[src/rtl/seq_mul_div_ctrl_pkg.sv]
// Shared encodings and defaults for the sequential multiply/divide controller.
package seq_mul_div_ctrl_pkg;

  localparam int WIDTH_DEF = 4;

  localparam logic OP_MUL = 1'b0;
  localparam logic OP_DIV = 1'b1;

  typedef enum logic [1:0] {
    IDLE   = 2'd0,
    CALC   = 2'd1,
    FINISH = 2'd2
  } state_t;

endpackage

[src/rtl/seq_mul_div_ctrl_addsub_row.sv]
// Ripple add/subtract row built from full-adder cells; SUB inverts b and injects carry-in.
module fa_cell (
  input  logic a,
  input  logic b,
  input  logic ci,
  output logic s,
  output logic co
);
  assign s  = a ^ b ^ ci;
  assign co = (a & b) | (ci & (a ^ b));
endmodule

module addsub_row #(
  parameter int WIDTH = 4
) (
  input  logic [WIDTH-1:0] a,
  input  logic [WIDTH-1:0] b,
  input  logic             sub,
  output logic [WIDTH-1:0] sum,
  output logic             cout
);
  logic [WIDTH:0]   c;
  logic [WIDTH-1:0] b_eff;

  assign c[0]  = sub;
  assign b_eff = b ^ {WIDTH{sub}};
  assign cout  = c[WIDTH];

  fa_cell u_fa [WIDTH-1:0] (
    .a  (a),
    .b  (b_eff),
    .ci (c[WIDTH-1:0]),
    .s  (sum),
    .co (c[WIDTH:1])
  );
endmodule

[src/rtl/seq_mul_div_ctrl.sv]
// Sequential shift-add multiplier / restoring divider sharing one add/sub row.
module seq_mul_div_ctrl
  import seq_mul_div_ctrl_pkg::*;
#(
  parameter int WIDTH = WIDTH_DEF
) (
  input  logic             CLK,
  input  logic             RST,
  input  logic             START,
  input  logic             OP,
  input  logic [WIDTH-1:0] A,
  input  logic [WIDTH-1:0] B,
  output logic             BUSY,
  output logic             DONE,
  output logic [WIDTH-1:0] RESULT_HI,
  output logic [WIDTH-1:0] RESULT_LO,
  output logic             DIV_BY_ZERO
);
  localparam int CW = $clog2(WIDTH + 1);

  state_t           state;
  logic [CW-1:0]    cnt;
  logic             op_q;
  logic             dbz_q;
  logic [WIDTH-1:0] opnd;
  logic [WIDTH-1:0] acc_hi;
  logic [WIDTH-1:0] acc_lo;

  logic [WIDTH-1:0] rem_sh;
  logic [WIDTH-1:0] add_a;
  logic [WIDTH-1:0] sum;
  logic             cout;

  // Divide: acc_hi is the remainder, acc_lo the dividend shifting into the quotient.
  // The remainder never exceeds the consumed dividend prefix, so this shift cannot overflow.
  assign rem_sh = {acc_hi[WIDTH-2:0], acc_lo[WIDTH-1]};
  assign add_a  = (op_q == OP_DIV) ? rem_sh : acc_hi;

  addsub_row #(.WIDTH(WIDTH)) u_row (
    .a    (add_a),
    .b    (opnd),
    .sub  (op_q),
    .sum  (sum),
    .cout (cout)
  );

  always_ff @(posedge CLK or posedge RST) begin
    if (RST) begin
      state       <= IDLE;
      cnt         <= '0;
      op_q        <= OP_MUL;
      dbz_q       <= 1'b0;
      opnd        <= '0;
      acc_hi      <= '0;
      acc_lo      <= '0;
      BUSY        <= 1'b0;
      DONE        <= 1'b0;
      RESULT_HI   <= '0;
      RESULT_LO   <= '0;
      DIV_BY_ZERO <= 1'b0;
    end else begin
      DONE <= 1'b0;
      case (state)
        IDLE: begin
          // DONE high means we just left FINISH; a START in that cycle is dropped.
          if (START && !DONE) begin
            op_q <= OP;
            BUSY <= 1'b1;
            cnt  <= CW'(WIDTH);
            opnd <= (OP == OP_DIV) ? B : A;
            if (OP == OP_DIV && B == '0) begin
              acc_hi <= A;
              acc_lo <= '1;
              dbz_q  <= 1'b1;
              state  <= FINISH;
            end else begin
              acc_hi <= '0;
              acc_lo <= (OP == OP_DIV) ? A : B;
              dbz_q  <= 1'b0;
              state  <= CALC;
            end
          end
        end
        CALC: begin
          cnt <= cnt - 1'b1;
          if (op_q == OP_MUL) begin
            if (acc_lo[0])
              {acc_hi, acc_lo} <= {cout, sum, acc_lo[WIDTH-1:1]};
            else
              {acc_hi, acc_lo} <= {1'b0, acc_hi, acc_lo[WIDTH-1:1]};
          end else begin
            if (cout) begin
              acc_hi <= sum;
              acc_lo <= {acc_lo[WIDTH-2:0], 1'b1};
            end else begin
              acc_hi <= rem_sh;
              acc_lo <= {acc_lo[WIDTH-2:0], 1'b0};
            end
          end
          if (cnt == CW'(1))
            state <= FINISH;
        end
        FINISH: begin
          DONE        <= 1'b1;
          BUSY        <= 1'b0;
          RESULT_HI   <= acc_hi;
          RESULT_LO   <= acc_lo;
          DIV_BY_ZERO <= dbz_q;
          state       <= IDLE;
        end
        default: state <= IDLE;
      endcase
    end
  end

endmodule

[config.mk]
export PLATFORM = sky130hd
export DESIGN_NAME = seq_mul_div_ctrl
export DESIGN_NICKNAME = d
export VERILOG_FILES = /design/src/rtl/seq_mul_div_ctrl_pkg.sv /design/src/rtl/seq_mul_div_ctrl_addsub_row.sv /design/src/rtl/seq_mul_div_ctrl.sv
export SDC_FILE = /design/constraint.sdc
export NUM_CORES = 1
export LEC_CHECK = 0
export CORE_MARGIN = 2
export CORE_UTILIZATION = 40
export CTS_CLUSTER_SIZE = 25
export DETAILED_ROUTE_END_ITERATION = 10
export PLACE_DENSITY = 0.72
export SLEW_MARGIN = 20
export SYNTH_ARGS = -nofsm -noshare
export SYNTH_HDL_FRONTEND = slang
export SYNTH_HIERARCHICAL = 1
export SYNTH_SLANG_ARGS = --single-unit
[constraint.sdc]
create_clock -name CLK -period 4.01 [get_ports CLK]
set_input_delay 0.802 -clock CLK [delete_from_list [all_inputs] [get_ports CLK]]
set_output_delay 0.802 -clock CLK [all_outputs]
set_load 0.005 [all_outputs]
==> results.ini, run 1 <==
[die]
start_util = 0.4203
die_x_um = 69.30
die_area_mm2 = 0.004802
core_mm2 = 0.004058
placementRows = 23
die_y_um = 69.30
io_pins = 23

[place]
gp_congestion = 0.8127
hpwlAfterDp_mm = 2.481
dp_cells = 208
port_buffers = 22

[final_layout]
layout.nets = 183
syn_to_final_growth_pct = 22.45
num_antenna_cells = 0
final_layout_size_suffix_gt1_frac = 0.1687
postLayoutCoreUtil = 0.5146
fin_cells = 216

[sta]
relSlewSlack = 0.5214
finalCriticalPeriod_ns = 3.424
setup_viol = 0
max_freq_ghz = 0.2920
rsz0062_at_grt = false
setup_tns_ns = 0
maxSlewViolCount = 0
fin_skew_ns = 0.01178
hold_violations = 0
worst_pin_slew_ns = 0.7179
period_share = 0.8539
whs_ns = 0.4800

[clocking]
clk_transition_reported_paths_ns = 0.07
cts_tree = yes
clockBufferDepth = 2
root_buffer = clkbuf_8
clkSinkCount = 30
cts_resized = 0
numCtsBuffers = 5
h-tree-depth = 2
postCtsHoldBufs = 0
insertion_delay_ns = 0.29
cts_setup_buffers = 0

[synthesis]
avgSynthCellArea_um2 = 11.68
synth_edf_count = 0
synth_top_area_share = 0.4402
seq_area_frac_synth = 0.4402
yosys.area_share.simple = 0.1108
syn-num-nets = 164
synthXorXnorAreaFrac = 0.02054
synth.area.mux_share = 0.1570
synthTopCellsByCount = 30 x dfrtp_1, 14 x mux2_2, 11 x mux2i_1, 11 x nand2_1
yosysUniqueCellTypes = 34
ys_ff_latch = 30
synth.most_common_cell = dfrtp_1
synthTopCellsByArea = dfrtp_1 44%, mux2_2 9.2%, mux2i_1 6.5%
ys_warn_count = 6
synth_fa_ha_area_frac = 0.06163
yosys_most_used_dff = dfrtp_1
syn-instance-count = 146
synth_compound_area_frac = 0.1717
synth_top_area_cell = dfrtp_1
synth_top_family_by_area = compound AO/OA/AOI/OAI gates
netlist_area_mm2 = 0.001705
ys_async_sr_fraction = 1.000

[worst_setup_path]
cp_top_family = adder cells
crit_chain = mux2_2 -> fa_1 -> fa_1 -> fa_1 -> fa_1 -> mux2_2 -> nand2_1 -> a21oi_1 -> a221o_1
crit_type = flop to flop
required_ns = 4.19
start_kind = flop
crit_arrival_ns = 3.60
max_stage_delay_ns = 0.52
worst_path_most_repeated_cell = fa_1
endpoint_kind = flop
crit_fanout = 7
critical_path_buf_inv_count = 0
slowest_stage = fa_1

[detailed_routing]
viasPerCell = 5.403
vias = 1167
wire_per_inst_um = 15.04
drt_iter0_drc = 25
first_pass_iters = 4
drt-total-wl_mm = 3.249
ant_nets = 0
drc_errors = 0

[power]
power_density_mw_per_mm2 = 865.3
total_power_uw = 1807
p_leak_uw = 0.0009076
ir_worst_vdd_mv = 0.2973

[flow_run]
maxCapViolCount = 0

[grt]
grt_overflow_total = 0
antenna_found_initial = 0
grt_first_pass_wirelength_mm = 5.782
grtUsageTotal = 0.1532
grt_pass1_vias = 1219
grt_max_degree = 31

[outcome]
outcome = finished, final reports clean

[min_path]
min_path_type = flop to flop

-- worst register-to-register path, stage by stage, from the launching register on --
cell and delay, ns:
dfrtp_1 0.49, mux2_2 0.39, fa_1 0.43, fa_1 0.40, fa_1 0.39, fa_1 0.52, mux2_2 0.32, nand2_1 0.06
a21oi_1 0.05, a221o_1 0.27
-- power by group --
group          leakage [uW]  switching, uW  internal [uW]  total, uW
registers          0.000377            125            433        557
clock network     0.0000714            116            265        381
logic              0.000459            407            462        869
total              0.000908            648           1160       1810
-- layout by cell type (no fill, tap or decap), types with 2 or more instances in the layout --
cell type / count
dfrtp_1: 30
clkdlybuf4s50_1: 22
mux2_2: 14
nand2_1: 11
mux2i_1: 11
nor2b_1: 8
o21ai_0: 8
a211oi_1: 7
clkbuf_8: 6
o22ai_1: 4
a221o_1: 4
xor2_1: 4
fa_1: 4
inv_1: 3
a2111oi_4: 3
nand2b_1: 2
nor2_1: 2
nand3_1: 2
a21oi_1: 2
a21o_1: 2
ha_1: 2
bufinv_16: 2
-- area by class of cell --
class	instances	area [um^2]
clock inverter	2	60.06
inverter	4	15.01
sequential	30	750.7
fill	355	1969
clock buffer	6	82.58
timing repair buffer	23	227.7
multi-input combinational	101	889.6
tap	50	62.56
-- routing by layer --
layer | wire length [um] | vias to the layer above | GRT usage
li1 | - | 568 | -
met1 | 1513 | 567 | 0.2024
met2 | 1506 | 25 | 0.2233
met3 | 170 | 7 | 0.05378
met4 | 59 | 0 | 0.07407
met5 | 0 | - | 0
-- path summary, 6_finish.rpt --
path,start,depth (start not counted),end,slack [ns]
worst max-delay path,op_q$_DFFE_PP0P_,9,acc_hi[3]$_DFFE_PP0P_,0.59
worst min-delay path,BUSY$_DFFE_PP0P_,2,BUSY$_DFFE_PP0P_,0.48
worst max register to register,op_q$_DFFE_PP0P_,9,acc_hi[3]$_DFFE_PP0P_,0.59
worst min register to register,BUSY$_DFFE_PP0P_,2,BUSY$_DFFE_PP0P_,0.48
max in group asynchronous,RST,2,RESULT_HI[0]$_DFFE_PP0P_,2.69
min in group asynchronous,RST,2,RESULT_LO[0]$_DFFE_PP0P_,0.90
-- per-stage QoR --
stage,setup slack (ns),instance area (um^2)
floorplan,0.03810,1705
global placement,0.6318,1946
detailed placement,0.5885,1946
CTS,0.5731,2088
global route,0.4479,2088
finish,0.5858,2088
-- kinds of logic after synthesis --
family	Yosys count
XOR/XNOR	4
adder cells (fa/ha/maj)	6
AO/OA/AOI/OAI	34
flip-flops	30
AND/OR/NAND/NOR	32
multiplexers	25
buffers and inverters	15
-- state kept, by name, summed over array words and instances, names as in the netlist, 2 cells and up --
name,cells
acc_lo,4
acc_hi,4
RESULT_HI,4
state,2
opnd,4
RESULT_LO,4
cnt,3
Power figures use the tool's default switching activity.
==> inputs of run 2 (changes only) <==
MAX_ROUTING_LAYER = met4   (was not set)
==> results.ini, run 2 (synthesis gave the netlist of run 1 again) <==
[sta]
max_freq_ghz = 0.2921
maxSlewViolCount = 0
hold_violations = 0
period_share = 0.8539
worst_pin_slew_ns = 0.7213
fin_skew_ns = 0.01150
setup_tns_ns = 0
rsz0062_at_grt = false
finalCriticalPeriod_ns = 3.424
relSlewSlack = 0.5191
setup_viol = 0

[min_path]
min_path_type = flop to flop
min_path_cells = 2
hold_path_startpoint = BUSY$_DFFE_PP0P_

[die]
placementRows = 23
die_x_um = 69.30
io_pins = 23
core_mm2 = 0.004058
die_area_mm2 = 0.004802
start_util = 0.4203
die_y_um = 69.30

[outcome]
outcome = finished, final reports clean

[clocking]
h-tree-depth = 2
cts_resized = 0
postCtsHoldBufs = 0
root_buffer = clkbuf_8
clk_transition_reported_paths_ns = 0.07
numCtsBuffers = 5
cts_tree = yes
clkSinkCount = 30
insertion_delay_ns = 0.29
clockBufferDepth = 2
cts_setup_buffers = 0

[worst_setup_path]
required_ns = 4.19
startpoint = op_q$_DFFE_PP0P_
endpoint_kind = flop
timing.rr.start = op_q$_DFFE_PP0P_
worstRegToRegCells = 9
start_kind = flop
crit_fanout = 7
crit_type = flop to flop
crit_arrival_ns = 3.60

[detailed_routing]
ant_nets = 0
first_pass_iters = 4
viasPerCell = 5.491
drt_iter0_drc = 25
vias = 1186
wire_per_inst_um = 15.06
drt-total-wl_mm = 3.253
drc_errors = 0

[final_layout]
num_antenna_cells = 0
syn_to_final_growth_pct = 22.45
fillers = 355
layout.nets = 183
finalInstanceArea_mm2 = 0.002088
mostFrequentLayoutCell = dfrtp_1
mostFrequentLayoutCells = 30 x dfrtp_1, 22 x clkdlybuf4s50_1, 14 x mux2_2
final_layout_size_suffix_gt1_frac = 0.1687

[grt]
grtUsageTotal = 0.1575
grt_overflow_total = 0
grt_pass1_vias = 1222
antenna_found_initial = 0
grt_first_pass_wirelength_mm = 5.789
grt_max_degree = 31

[place]
gp_congestion = 0.8247
port_buffers = 22
placed_area_mm2 = 0.001946
hpwlAfterDp_mm = 2.481

[power]
power_density_mw_per_mm2 = 863.9
ir_worst_vdd_mv = 0.2977
p_leak_uw = 0.0009076
total_power_uw = 1804

[flow_run]
maxCapViolCount = 0

-- run 2: cell counts in the layout (fill, tap and decap cells not counted) --
No cell type changed its count.
-- run 2: path summary, 6_finish.rpt --
path / endpoint / slack (ns)
min: BUSY$_DFFE_PP0P_ / 0.48
max: acc_hi[3]$_DFFE_PP0P_ / 0.59
min in group asynchronous: RESULT_LO[0]$_DFFE_PP0P_ / 0.90
max reg2reg: acc_hi[3]$_DFFE_PP0P_ / 0.59
max in group asynchronous: RESULT_HI[0]$_DFFE_PP0P_ / 2.69
min reg2reg: BUSY$_DFFE_PP0P_ / 0.48
-- run 2: where the power goes --
part           total [uW]  internal (uW)  switching [uW]
Sequential            558            433             126
Combinational         865            460             405
Clock                 381            265             116
-- run 2: through the flow --
step | hold WS (ns) | util | worst slack (ns) | cells
after detailed placement | 0.4658 | 0.4795 | 0.5885 | 208
after global placement | 0.4598 | 0.4795 | 0.6318 | 208
final | 0.4800 | 0.5146 | 0.5861 | 216
after CTS | 0.4817 | 0.5146 | 0.5731 | 216
after global routing | 0.4917 | 0.5146 | 0.4479 | 216
after floorplan | 0.4458 | - | 0.03810 | 146
-- run 2: worst max-delay path, cell delays in order, from the launching register on --
cell     delay [ns]
dfrtp_1        0.49
mux2_2         0.39
fa_1           0.43
fa_1           0.40
fa_1           0.39
fa_1           0.52
mux2_2         0.32
nand2_1        0.06
a21oi_1        0.05
a221o_1        0.27
-- run 2: cell type report --
type | count | area (um^2) | area share
clock buffers | 6 | 82.58 | 0.03954
inverters | 4 | 15.01 | 0.007190
clock inverters | 2 | 60.06 | 0.02876
multi-input cells | 101 | 889.6 | 0.4260
well taps | 50 | 62.56 | 0.02996
flip-flops and latches | 30 | 750.7 | 0.3595
repair buffers | 23 | 227.7 | 0.1090
-- run 2: layer usage --
| metal | wire length, um | share of wire | GRT usage |
|---|---|---|---|
| met5 | 0 | 0 | - |
| met4 | 64 | 0.020 | 0.07407 |
| met3 | 159 | 0.049 | 0.05378 |
| met2 | 1515 | 0.47 | 0.2244 |
| met1 | 1513 | 0.47 | 0.2015 |
==> inputs of run 3 (changes only) <==
SLEW_MARGIN = 15   (was 20)
==> results of run 3 <==
The final DEF is identical to that of run 2; final timing and power are the same.
